[config.mk]
export PLATFORM = sky130hd
export DESIGN_NAME = priority_encoder
export DESIGN_NICKNAME = d
export VERILOG_FILES = /design/src/rtl/encoder_pkg.sv /design/src/rtl/encoder_node.sv /design/src/rtl/priority_encoder.sv
export SDC_FILE = /design/constraint.sdc
export NUM_CORES = 1
export LEC_CHECK = 0
export BUFFER_PORTS_ARGS = -buffer_cell sky130_fd_sc_hd__buf_4
export CAP_MARGIN = 10
export CORE_AREA = 2 2 39 41
export DETAILED_ROUTE_END_ITERATION = 12
export DIE_AREA = 0 0 41 43
export PLACE_DENSITY = 0.8
export SLEW_MARGIN = 10
export SYNTH_ARGS = -nofsm -noshare
export SYNTH_HDL_FRONTEND = slang
export SYNTH_HIERARCHICAL = 1
export SYNTH_SLANG_ARGS = --single-unit
[constraint.sdc]
create_clock -name vclk -period 3.85
set_input_delay 0.385 -clock vclk [all_inputs]
set_output_delay 0.385 -clock vclk [all_outputs]
set_load 0.005 [all_outputs]
[src/rtl/encoder_pkg.sv]
// encoder_pkg: shared sizing helpers for the priority encoder tree
package encoder_pkg;

    // Index width for a given number of wires; a single wire still gets a 1-bit index.
    function automatic int idx_width(input int num_wire);
        return (num_wire <= 1) ? 1 : $clog2(num_wire);
    endfunction

    // Number of tree leaves after zero-padding up to a power of two.
    function automatic int leaf_count(input int num_wire);
        return 1 << idx_width(num_wire);
    endfunction

endpackage

[src/rtl/encoder_node.sv]
// encoder_node: merges two child (valid, index) results, upper child wins when valid
module encoder_node
    import encoder_pkg::*;
#(
    parameter int IW  = 1,
    parameter int LVL = 0
) (
    input  logic          lo_valid_i,
    input  logic [IW-1:0] lo_index_i,
    input  logic          hi_valid_i,
    input  logic [IW-1:0] hi_index_i,
    output logic          valid_o,
    output logic [IW-1:0] index_o
);

    // Child indices only occupy bits below LVL, so the select bit is ORed in at LVL.
    always_comb begin
        valid_o = lo_valid_i | hi_valid_i;
        index_o = (hi_valid_i ? hi_index_i : lo_index_i) | (IW'(hi_valid_i) << LVL);
    end

endmodule

[src/rtl/priority_encoder.sv]
// priority_encoder: index of the highest asserted wire via a log2-depth reduction tree
module priority_encoder
    import encoder_pkg::*;
#(
    parameter int NUM_WIRE = 16,
    parameter int REG_OUT  = 0
) (
    input  logic                                 clk_i,
    input  logic                                 rst_i,
    input  logic [NUM_WIRE-1:0]                  wire_in,
    output logic [idx_width(NUM_WIRE)-1:0]       index_o,
    output logic                                 index_valid_o
);

    localparam int IDX_W = idx_width(NUM_WIRE);
    localparam int P     = leaf_count(NUM_WIRE);

    // Heap-ordered tree: node n has lower child 2n and upper child 2n+1, root is 1,
    // leaves P..2P-1 hold the zero-padded input wires.
    logic             node_v  [1:2*P-1];
    logic [IDX_W-1:0] node_ix [1:2*P-1];

    logic [IDX_W-1:0] index_d, index_q;
    logic             valid_d, valid_q;

    genvar d, i, k;

    for (k = 0; k < P; k++) begin : g_leaf
        if (k < NUM_WIRE) begin : g_real
            assign node_v[P+k] = wire_in[k];
        end else begin : g_pad
            assign node_v[P+k] = 1'b0;
        end
        assign node_ix[P+k] = '0;
    end

    for (d = 0; d < IDX_W; d++) begin : g_level
        for (i = 0; i < (1 << d); i++) begin : g_node
            encoder_node #(
                .IW  (IDX_W),
                .LVL (IDX_W - 1 - d)
            ) u_node (
                .lo_valid_i (node_v [2*((1<<d)+i)]),
                .lo_index_i (node_ix[2*((1<<d)+i)]),
                .hi_valid_i (node_v [2*((1<<d)+i)+1]),
                .hi_index_i (node_ix[2*((1<<d)+i)+1]),
                .valid_o    (node_v [(1<<d)+i]),
                .index_o    (node_ix[(1<<d)+i])
            );
        end
    end

    assign index_d = node_ix[1];
    assign valid_d = node_v[1];

    // Optional output stage; reset wins over capture so reset-cycle inputs are dropped.
    always_ff @(posedge clk_i) begin
        if (rst_i) begin
            index_q <= '0;
            valid_q <= 1'b0;
        end else begin
            index_q <= index_d;
            valid_q <= valid_d;
        end
    end

    assign index_o       = (REG_OUT != 0) ? index_q : index_d;
    assign index_valid_o = (REG_OUT != 0) ? valid_q : valid_d;

endmodule

==> flow_summary.json <==
{
  "status": "finished, final reports clean",
  "cts_setup_buffers": 0,
  "synthCells": 59,
  "final_common_cell": "conb_1",
  "hold_viol": 0,
  "design_area_um2": 801,
  "post-route-util_pct": 57.9,
  "initial_core_util_pct": 36.6,
  "drt_iter0_drc": 0,
  "grt_pass1_vias": 487,
  "power_density_mw_per_mm2": 72.0,
  "drive_gt1_share_pct": 71.2,
  "routedWlPerCell_um": 7.26,
  "io_pins": 23,
  "ys_warn_count": 6,
  "fin_tns_setup_ns": 0,
  "rows": 14,
  "p_leak_nw": 0.359,
  "slowest_stage": "or2_2",
  "hold_path.class": "in2out",
  "numPortBuffers": 21,
  "drt_first_pass_iters": 1,
  "worstPathRequired_ns": 3.46,
  "seq_cell_count": 0,
  "wl_um": 922,
  "cts_hold_buf": 0,
  "avgViaCountPerCell": 4.13,
  "grt_overflow": 0,
  "antenna_found_initial": 0,
  "cp_max_fo": 5,
  "clkbuf_count": 0,
  "cts_resized": 0,
  "netlist_area_um2": 507,
  "end_kind": "primary output",
  "drc": 0,
  "vias": 524,
  "seq_area_um2": 0,
  "cap_violations": 0,
  "fp.dieW_um": 41,
  "hp-start": "wire_in[0]",
  "fmax_ghz": 0.429,
  "grt_usage_pct": 12.7,
  "layout_common_cells": "32 x conb_1, 30 x or2_2, 28 x mux2_2",
  "crit_arrival_ns": 1.94,
  "dpl-instance-area_um2": 801,
  "worst_setup_path_start_kind": "primary input",
  "crit_type": "in2out",
  "core-area_mm2": 0.00138,
  "power_mw": 0.0576,
  "final_antenna_net_count": 0,
  "critPathMaxStageDelay_ns": 0.36,
  "place_congestion": 0.641,
  "area_delta_synth_final_pct": 58.0,
  "fp.dieH_um": 43,
  "crit_path_frequent_cell": "or2_2",
  "finalMaxSlewViolations": 0,
  "design.die.area_mm2": 0.00176,
  "period_minus_slack_ns": 2.33,
  "fin_nets": 131,
  "rsz0062_at_grt": "false",
  "hold_depth": 6,
  "grt_max_degree": 6,
  "grt_pass1_wl_um": 1680,
  "min_to": "index_valid_o",
  "final.setup.worst_slack_ns": 1.52,
  "finalSetupViolCount": 0,
  "post-place-ws_ns": 1.51,
  "ir_drop_uv": 32.8,
  "final.period_utilization_pct": 60.5,
  "path_cells": "buf_4, or2_2, or2_2, or2_2, or2_2, buf_4",
  "avgSynthCellArea_um2": 8.59,
  "antenna_cells": 0
}
metal layers:
| metal | vias to the layer above | routed length, um | global-route usage [%] |
|---|---|---|---|
| li1 | 277 | - | - |
| met1 | 232 | 382 | 13.0 |
| met2 | 15 | 478 | 26.9 |
| met3 | 0 | 61 | 0 |
| met4 | 0 | 0 | 0 |
| met5 | - | 0 | 0 |
report_power, final:
group          total (mW)  switching, mW  leakage, nW  internal [mW]
clock network           0              0            0              0
logic              0.0576         0.0181        0.359         0.0396
registers               0              0            0              0
worst max-delay path, delay by kind of cell:
family                 cells  cell delay (ns)
AND/OR/NAND/NOR            4             1.32
buffers and inverters      2             0.25
through the flow:
step | hold WS, ns | std cells
floorplan | 1.09 | 90
detailed placement | 1.27 | 127
finish | 1.28 | 127
global placement | 1.27 | 127
global route | 1.31 | 127
CTS | 1.28 | 127
area by class of cell:
class | instances | area (um2)
multi-input cells | 90 | 623
fillers | 136 | 583
well taps | 16 | 20.0
repair buffers | 21 | 158
worst max-delay path by stage:
stage,start,to,slack [ns],cells past startpoint
floorplan,wire_in[15],index_o[3],1.82,4
global placement,wire_in[15],index_o[3],1.53,6
detailed placement,wire_in[15],index_o[3],1.51,6
CTS,wire_in[15],index_o[3],1.51,6
global route,wire_in[15],index_valid_o,1.47,6
finish,wire_in[15],index_o[3],1.52,6
No activity file was read; power rests on OpenSTA's default activity.
